**src/rtl/doppler_sweep_ctrl.sv**
```systemverilog
// rtl/doppler_sweep_ctrl.sv - Doppler bin sweep sequencer for the acquisition frequency shifter
// Walks the symmetric bin list 0, +1, -1, ... +-N, gating dwell_len samples per bin.
module doppler_sweep_ctrl #(
  parameter int CODE_WIDTH = 32,
  parameter int BIN_W      = 8,
  parameter int DWELL_W    = 16,
  parameter int SETTLE_CYC = 2,
  parameter int FLUSH_CYC  = 2
) (
  input  logic                  clk,
  input  logic                  resetn,
  input  logic                  start,
  input  logic                  abort,
  input  logic [CODE_WIDTH-1:0] code_step,
  input  logic [BIN_W-1:0]      n_bins,
  input  logic [DWELL_W-1:0]    dwell_len,
  input  logic                  sample_valid,
  input  logic                  fs_valid,
  input  logic                  bin_ack,
  output logic [CODE_WIDTH-1:0] code,
  output logic                  code_up,
  output logic                  we,
  output logic [BIN_W:0]        bin_idx,
  output logic                  bin_done,
  output logic                  busy,
  output logic                  done,
  output logic                  aborted
);

  localparam int CNT_MAX = (SETTLE_CYC > FLUSH_CYC) ? SETTLE_CYC : FLUSH_CYC;
  localparam int CNT_W   = (CNT_MAX < 2) ? 1 : $clog2(CNT_MAX);

  typedef enum logic [2:0] {
    S_IDLE,
    S_SETTLE,
    S_DWELL,
    S_FLUSH,
    S_WAIT_ACK
  } state_t;

  state_t                state_q, state_d;
  logic [CNT_W-1:0]      cnt_q, cnt_d;
  logic [DWELL_W-1:0]    smp_q, smp_d;
  logic [DWELL_W-1:0]    dwell_q, dwell_d;
  logic [BIN_W-1:0]      nbins_q, nbins_d;
  logic [CODE_WIDTH-1:0] step_q, step_d;
  logic [CODE_WIDTH-1:0] mag_q, mag_d;
  logic [CODE_WIDTH-1:0] code_q, code_d;
  logic                  code_up_q, code_up_d;
  logic [BIN_W:0]        bin_idx_q, bin_idx_d;
  logic                  bin_done_q, bin_done_d;
  logic                  busy_q, busy_d;
  logic                  done_q, done_d;
  logic                  aborted_q, aborted_d;
  logic [BIN_W:0]        nxt_idx;

  always_ff @(posedge clk or negedge resetn) begin
    if (!resetn) begin
      state_q    <= S_IDLE;
      cnt_q      <= '0;
      smp_q      <= '0;
      dwell_q    <= '0;
      nbins_q    <= '0;
      step_q     <= '0;
      mag_q      <= '0;
      code_q     <= '0;
      code_up_q  <= 1'b0;
      bin_idx_q  <= '0;
      bin_done_q <= 1'b0;
      busy_q     <= 1'b0;
      done_q     <= 1'b0;
      aborted_q  <= 1'b0;
    end else begin
      state_q    <= state_d;
      cnt_q      <= cnt_d;
      smp_q      <= smp_d;
      dwell_q    <= dwell_d;
      nbins_q    <= nbins_d;
      step_q     <= step_d;
      mag_q      <= mag_d;
      code_q     <= code_d;
      code_up_q  <= code_up_d;
      bin_idx_q  <= bin_idx_d;
      bin_done_q <= bin_done_d;
      busy_q     <= busy_d;
      done_q     <= done_d;
      aborted_q  <= aborted_d;
    end
  end

  always_comb begin
    state_d    = state_q;
    cnt_d      = cnt_q;
    smp_d      = smp_q;
    dwell_d    = dwell_q;
    nbins_d    = nbins_q;
    step_d     = step_q;
    mag_d      = mag_q;
    code_d     = code_q;
    code_up_d  = code_up_q;
    bin_idx_d  = bin_idx_q;
    bin_done_d = bin_done_q;
    busy_d     = busy_q;
    done_d     = 1'b0;
    aborted_d  = 1'b0;
    we         = 1'b0;
    nxt_idx    = bin_idx_q + 1'b1;

    case (state_q)
      S_IDLE: begin
        if (start && !abort) begin
          dwell_d   = (dwell_len == '0) ? DWELL_W'(1) : dwell_len;
          nbins_d   = n_bins;
          step_d    = code_step;
          mag_d     = code_step;
          code_d    = '0;
          code_up_d = 1'b1;
          bin_idx_d = '0;
          busy_d    = 1'b1;
          cnt_d     = '0;
          smp_d     = '0;
          state_d   = S_SETTLE;
        end
      end
      S_SETTLE: begin
        if (cnt_q == CNT_W'(SETTLE_CYC - 1)) begin
          cnt_d   = '0;
          state_d = S_DWELL;
        end else begin
          cnt_d = cnt_q + 1'b1;
        end
      end
      S_DWELL: begin
        if (sample_valid) begin
          we = 1'b1;
          if (smp_q == dwell_q - DWELL_W'(1)) begin
            smp_d = '0;
            cnt_d = '0;
            if (FLUSH_CYC == 0) begin
              bin_done_d = 1'b1;
              state_d    = S_WAIT_ACK;
            end else begin
              state_d = S_FLUSH;
            end
          end else begin
            smp_d = smp_q + DWELL_W'(1);
          end
        end
      end
      S_FLUSH: begin
        if (cnt_q == CNT_W'(FLUSH_CYC - 1)) begin
          cnt_d      = '0;
          bin_done_d = 1'b1;
          state_d    = S_WAIT_ACK;
        end else begin
          cnt_d = cnt_q + 1'b1;
        end
      end
      S_WAIT_ACK: begin
        if (bin_ack) begin
          bin_done_d = 1'b0;
          if (bin_idx_q == {nbins_q, 1'b0}) begin
            done_d  = 1'b1;
            busy_d  = 1'b0;
            state_d = S_IDLE;
          end else begin
            // Odd bins take +mag; the following even bin takes -mag and advances it.
            bin_idx_d = nxt_idx;
            code_d    = mag_q;
            if (nxt_idx[0]) begin
              code_up_d = 1'b1;
            end else begin
              code_up_d = 1'b0;
              mag_d     = mag_q + step_q;
            end
            state_d = S_SETTLE;
          end
        end
      end
      default: state_d = S_IDLE;
    endcase

    // Abort overrides everything, but the code and bin number stay where they were.
    if (abort && state_q != S_IDLE) begin
      state_d    = S_IDLE;
      we         = 1'b0;
      cnt_d      = '0;
      smp_d      = '0;
      mag_d      = mag_q;
      code_d     = code_q;
      code_up_d  = code_up_q;
      bin_idx_d  = bin_idx_q;
      bin_done_d = 1'b0;
      busy_d     = 1'b0;
      done_d     = 1'b0;
      aborted_d  = 1'b1;
    end
  end

  assign code     = code_q;
  assign code_up  = code_up_q;
  assign bin_idx  = bin_idx_q;
  assign bin_done = bin_done_q;
  assign busy     = busy_q;
  assign done     = done_q;
  assign aborted  = aborted_q;

  flush_quiet_a: assert property (@(posedge clk) disable iff (!resetn)
    (state_q == S_FLUSH && cnt_q == CNT_W'(FLUSH_CYC - 1)) |-> !fs_valid);

endmodule

```
**config.mk**
```make
export PLATFORM = sky130hd
export DESIGN_NAME = doppler_sweep_ctrl
export DESIGN_NICKNAME = d
export VERILOG_FILES = /design/src/rtl/doppler_sweep_ctrl.sv
export SDC_FILE = /design/constraint.sdc
export NUM_CORES = 1
export LEC_CHECK = 0
export CORE_ASPECT_RATIO = 1.2
export CORE_MARGIN = 2
export CORE_UTILIZATION = 40
export CTS_BUF_LIST = sky130_fd_sc_hd__clkbuf_4 sky130_fd_sc_hd__clkbuf_8
export DETAILED_ROUTE_END_ITERATION = 10
export PLACE_DENSITY = 0.62
export SYNTH_ARGS = -nofsm -noshare
export SYNTH_HDL_FRONTEND = slang
export SYNTH_SLANG_ARGS = --single-unit
export TNS_END_PERCENT = 10
```
**constraint.sdc**
```tcl
create_clock -name clk -period 3.3 [get_ports clk]
set_clock_uncertainty 0.05 [all_clocks]
set_input_delay 0.66 -clock clk [delete_from_list [all_inputs] [get_ports clk]]
set_output_delay 0.66 -clock clk [all_outputs]
set_load 0.02 [all_outputs]
```
# == After elaboration in Yosys (flattened, before gate mapping) ==
# Cells that the tools add are included.
# W data, S select, Z words.
# classes
bitwise_logic,1
eq_ne,17
reduce_logical,20
n_addsub,5
muxes,55
# ops
op,n
$mux W32,7
$pmux W32 S2,2
$mux W16,5
$add A32 B32 Y32,1
$pmux W16 S2,1
$mux W9,3
$mux W1,24
$mux W3,7
$ne A3 B3 Y1 const B,7
$pmux W9 S2,1
$add A16 B1 Y16 const B,1
$eq A16 B16 Y1,1
$logic_not A16 Y1,1
$sub A16 B1 Y16 const B,1
$pmux W3 S5,1
$reduce_and A6 Y1,2
$reduce_bool A3 Y1,4
$add A9 B1 Y9 const B,1
$eq A9 B9 Y1,1
$ne A2 B2 Y1 const B,4
$reduce_and A4 Y1,2
$eq A3 B2 Y1 const B,2
$pmux W1 S2,3
$reduce_and A3 Y1,2
other kinds (13),14
# totals
reg_bits,154
output_inout_bits,47
in_bits,63
word_cells,112

# == Longest topological paths before layout ==
# logic_depth
ltp_word,6
mapped_depth,13

# == Worst setup path after synthesis ==
# Ideal clock, no wire load.
# synth_timing
kind,flip-flop to flip-flop
startpoint,register mag_q[0]
endpoint,register mag_q[28]
setup_time_ns,0.077
arrival_ns,2.903
period_less_slack_ns,3.031
path_stages_with_launch,14
slack_ns,0.269
required_ns,3.173
path_cell_list,dfrtp_1 ha_1 inv_1 fa_1 nor2b_1 o31a_1 o221ai_1 a31oi_1 nor4b_2 o31ai_4 a41oi_1 or3b_1 a31o_2 a21oi_1
# synth_via
elab_chain_len,5
# synth_lines
element,line,source
start: declaration,47,"logic [CODE_WIDTH-1:0] mag_q, mag_d;"
start signal: assignment,80,mag_q <= mag_d;
$add A32 B32 Y32,174,mag_d = mag_q + step_q;
$mux W32,170,if (nxt_idx[0]) begin
$mux W32,162,"if (bin_idx_q == {nbins_q, 1'b0}) begin"
$mux W32,160,if (bin_ack) begin
$pmux W32 S2,109,case (state_q)
# No other way between the ends. The select of a mux whose other input is x is not followed.
# A chain may end at the register's enable or synchronous reset.

# == Worst setup path in the final report ==
# Ends and elaborated chain as after synthesis.

==> results.sh <==
export IMPL_syn2layout_area_growth_pct=21.77
export IMPL_status="completed"
export IMPL_cp_required_ns=3.63
export IMPL_use_met1_pct=24.54
export IMPL_num_vias=7361
export IMPL_fillers=2142
export IMPL_clkSlewWorstSetupHoldPaths_ns=0.09
export IMPL_p_leak_nw=4.805
export IMPL_min_period_ns=3.126
export IMPL_ys_flop_type="dfrtp_1"
export IMPL_track_usage_pct=19.41
export IMPL_drt_iter0_drc=416
export IMPL_initial_core_util_pct=40.40
export IMPL_drv_slew=0
export IMPL_endpoint_kind="flip-flop"
export IMPL_fin_crit_sh_pct=94.72
export IMPL_crit_end="mag_q[28]"
export IMPL_worstPathCellList="ha_2 -> inv_1 -> fa_1 -> nor2b_1 -> o31a_1 -> o221ai_2 -> a31oi_2 -> nor4b_4 -> o31ai_4 -> a41oi_1 -> or3b_1 -> a31o_2 -> a21oi_1"
export IMPL_grtUsageMet3_pct=3.057
export IMPL_cts_tree="built"
export IMPL_hold_slack_ns=0.1679
export IMPL_async_reset_ff_share_pct=100.0
export IMPL_crit_type="flip-flop to flip-flop"
export IMPL_io_buffers=108
export IMPL_cpPeakStageDelay_ns=0.38
export IMPL_gr_total_overflow=0
export IMPL_r2r_slack_ns=0.17
export IMPL_ys_ff_latch=154
export IMPL_max_freq_mhz=319.9
export IMPL_synth_cell_types=67
export IMPL_maxCapViolCount=0
export IMPL_crit_path_start_kind="flip-flop"
export IMPL_peakVddDrop_mv=0.3670
export IMPL_antenna_left=0
export IMPL_yosysWarnings=0
export IMPL_worstMarginPinSlew_ns=0.7010
export IMPL_rows=59
export IMPL_cp_startpoint="mag_q[0]"
export IMPL_cts_sinks=154
export IMPL_grt_pass1_wl_mm=36.29
export IMPL_seq_area_frac_synth_pct=44.41
export IMPL_dieArea_mm2=0.02290
export IMPL_timing_rr_start="mag_q[0]"
export IMPL_die_x_um=138.5
export IMPL_cp_arrival_ns=3.46
export IMPL_pin_count=110
export IMPL_hold_viol=0
export IMPL_tns_ns=0
export IMPL_via_per_inst=5.195
export IMPL_place_ws_ns=0.04561
export IMPL_cp_max_fo=3
export IMPL_setup_slack_ns=0.1742
export IMPL_core_mm2=0.02148
export IMPL_cts_root_buf="clkbuf_8"
export IMPL_drc=0
export IMPL_finalWirelength_mm=21.54
export IMPL_rsz0062_at_grt="true"
export IMPL_hold_path_class="primary input to async pin"
export IMPL_grt_pass1_vias=7426
export IMPL_r2r_cells=13
export IMPL_grt_use_met2_pct=34.74
export IMPL_ctsLongestPathBuffers=2
export IMPL_grt_start_max_net_pins=72
export IMPL_syn_avg_cell_area_um2=8.483
export IMPL_antenna_found_initial=0
export IMPL_drive_gt1_share_pct=7.524
export IMPL_cts_htree_levels=4
export IMPL_wl_per_cell_um=15.20
export IMPL_synth_cells=1023
export IMPL_cts_buffers_inserted=17
export IMPL_r2r_end="mag_q[28]"
export IMPL_insertedDiodeCount=0
export IMPL_die_h_um=165.4
export IMPL_nets=1228
export IMPL_power_density_mw_per_mm2=736.3
export IMPL_slew_headroom_pct=53.27
export IMPL_drt_first_pass_iters=5
export IMPL_netlist_area_mm2=0.008678
export IMPL_grt_busiest_layer="met2"
export IMPL_cp_slowest_cell="dfrtp_1"
export IMPL_setup_violations=0
export IMPL_syn_num_nets=1121
export IMPL_synth_edff_count=0
export IMPL_insertion_delay_ns=0.45
export IMPL_routabilityCongestion=0.8640
export IMPL_place_hpwl_mm=15.22
[registers in the layout, summed over array words and instances, names as in the netlist]
register  count
done          1
code         32
nbins_q       8
state_q       3
aborted       1
code_up       1
cnt_q         1
bin_done      1
step_q       32
dwell_q      16
bin_idx       9
busy          1
smp_q        16
mag_q        32
[power by group]
group / total (W) / leakage (nW) / switching (W) / internal, W
logic: 0.00353 / 2.63 / 0.00194 / 0.00159
clock network: 0.00149 / 0.194 / 0.000746 / 0.000747
registers: 0.00276 / 1.98 / 0.000419 / 0.00234
[cells in the final DEF, fill, tap and decap left out, drive strengths merged, types with 3 or more instances in the layout]
master	netlist	final
o21bai	3	3
and3	13	13
nand2b	5	5
or2	4	4
o31ai	3	3
a21boi	3	3
clkbuf	34	17
a211oi	7	7
nand2	293	293
xnor2	34	34
nand3	19	19
a21o	18	18
o21a	6	6
a21oi	54	54
nor3	12	12
bufinv	0	3
nor2b	10	10
buf	13	28
nor4b	3	3
o21ai	80	80
a22oi	4	4
clkdlybuf4s50	0	107
a31oi	20	20
clkinv	0	5
nor4	7	7
a41oi	3	3
mux2i	5	5
nand4	11	11
xor2	37	37
dfrtp	154	154
o32ai	3	3
o211ai	3	3
nor2	78	78
inv	18	20
clkinvlp	0	5
ha	34	34
or3	3	3
[metrics by stage]
step | util [%] | power [W] | instances | cell area (um^2)
global route | 49.19 | 0.008447 | 1417 | 10570
global placement | 47.12 | 0.006234 | 1384 | 10120
finish | 49.19 | 0.007781 | 1417 | 10570
CTS | 49.02 | 0.007813 | 1416 | 10530
floorplan | - | 0.005388 | 1023 | 8678
detailed placement | 47.12 | 0.006270 | 1384 | 10120
[Yosys cell counts, types with 7 or more instances]
cell type	number	area [um^2]
a21oi_1	54	270.3
clkbuf_1	32	120.1
o21ai_0	79	395.4
a211oi_1	7	52.55
dfrtp_1	154	3854
nand3_1	19	95.09
xnor2_1	33	289.0
a31oi_1	20	125.1
and3_1	12	75.07
a21o_1	18	135.1
nor2_1	78	292.8
nand4_1	11	68.82
nand2_1	293	1100
xor2_1	37	324.1
ha_1	34	425.4
inv_1	18	67.56
nor3_1	12	60.06
nor2b_1	10	62.56
[worst max-delay path, delay by kind of cell (launching register included)]
kind	cells	cell delay, ns
AO/OA/AOI/OAI	7	1.39
AND/OR/NAND/NOR	3	0.61
adder cells (fa/ha/maj)	2	0.58
buffers and inverters	1	0.05
flip-flops	1	0.38
[layer usage]
metal | share of wire, % | wire (um)
met5 | 0 | 0
met4 | 1.2 | 267
met3 | 3.0 | 657
met2 | 50 | 10810
met1 | 46 | 9805
[cell families (layout without fill, tap and decap cells)]
group | count (synthesis) | count (layout) | share of synthesized area [%]
simple gates | 468 | 468 | 23.18
compound gates | 223 | 223 | 15.79
flops | 154 | 154 | 44.41
xor+xnor | 71 | 71 | 7.252
buf+inv | 65 | 185 | 3.403
fa+ha+maj | 35 | 35 | 5.133
mux | 7 | 7 | 0.8362
[timing repair]
action	in CTS	in global routing
setup buffers	0	1
endpoints found under the setup margin	0	4
hold buffers	0	0
resized for setup	0	5
[worst min-delay path by stage]
stage,depth (start not counted),slack (ns),endpoint
floorplan,0,0.31,aborted
global placement,2,0.41,step_q[21]
detailed placement,2,0.42,step_q[9]
CTS,1,0.19,dwell_q[15]
global route,1,0.22,dwell_q[15]
finish,1,0.17,dwell_q[15]
[final cells by class]
class	instances	area, um^2	area share (%)
tap	274	342.8	3.244
multi-input combinational	804	4586	43.39
clock buffer	17	234.0	2.214
timing repair buffer	135	1310	12.40
clock inverter	15	173.9	1.646
inverter	18	67.56	0.6394
sequential	154	3854	36.47
(Power assumes the default switching activity.)
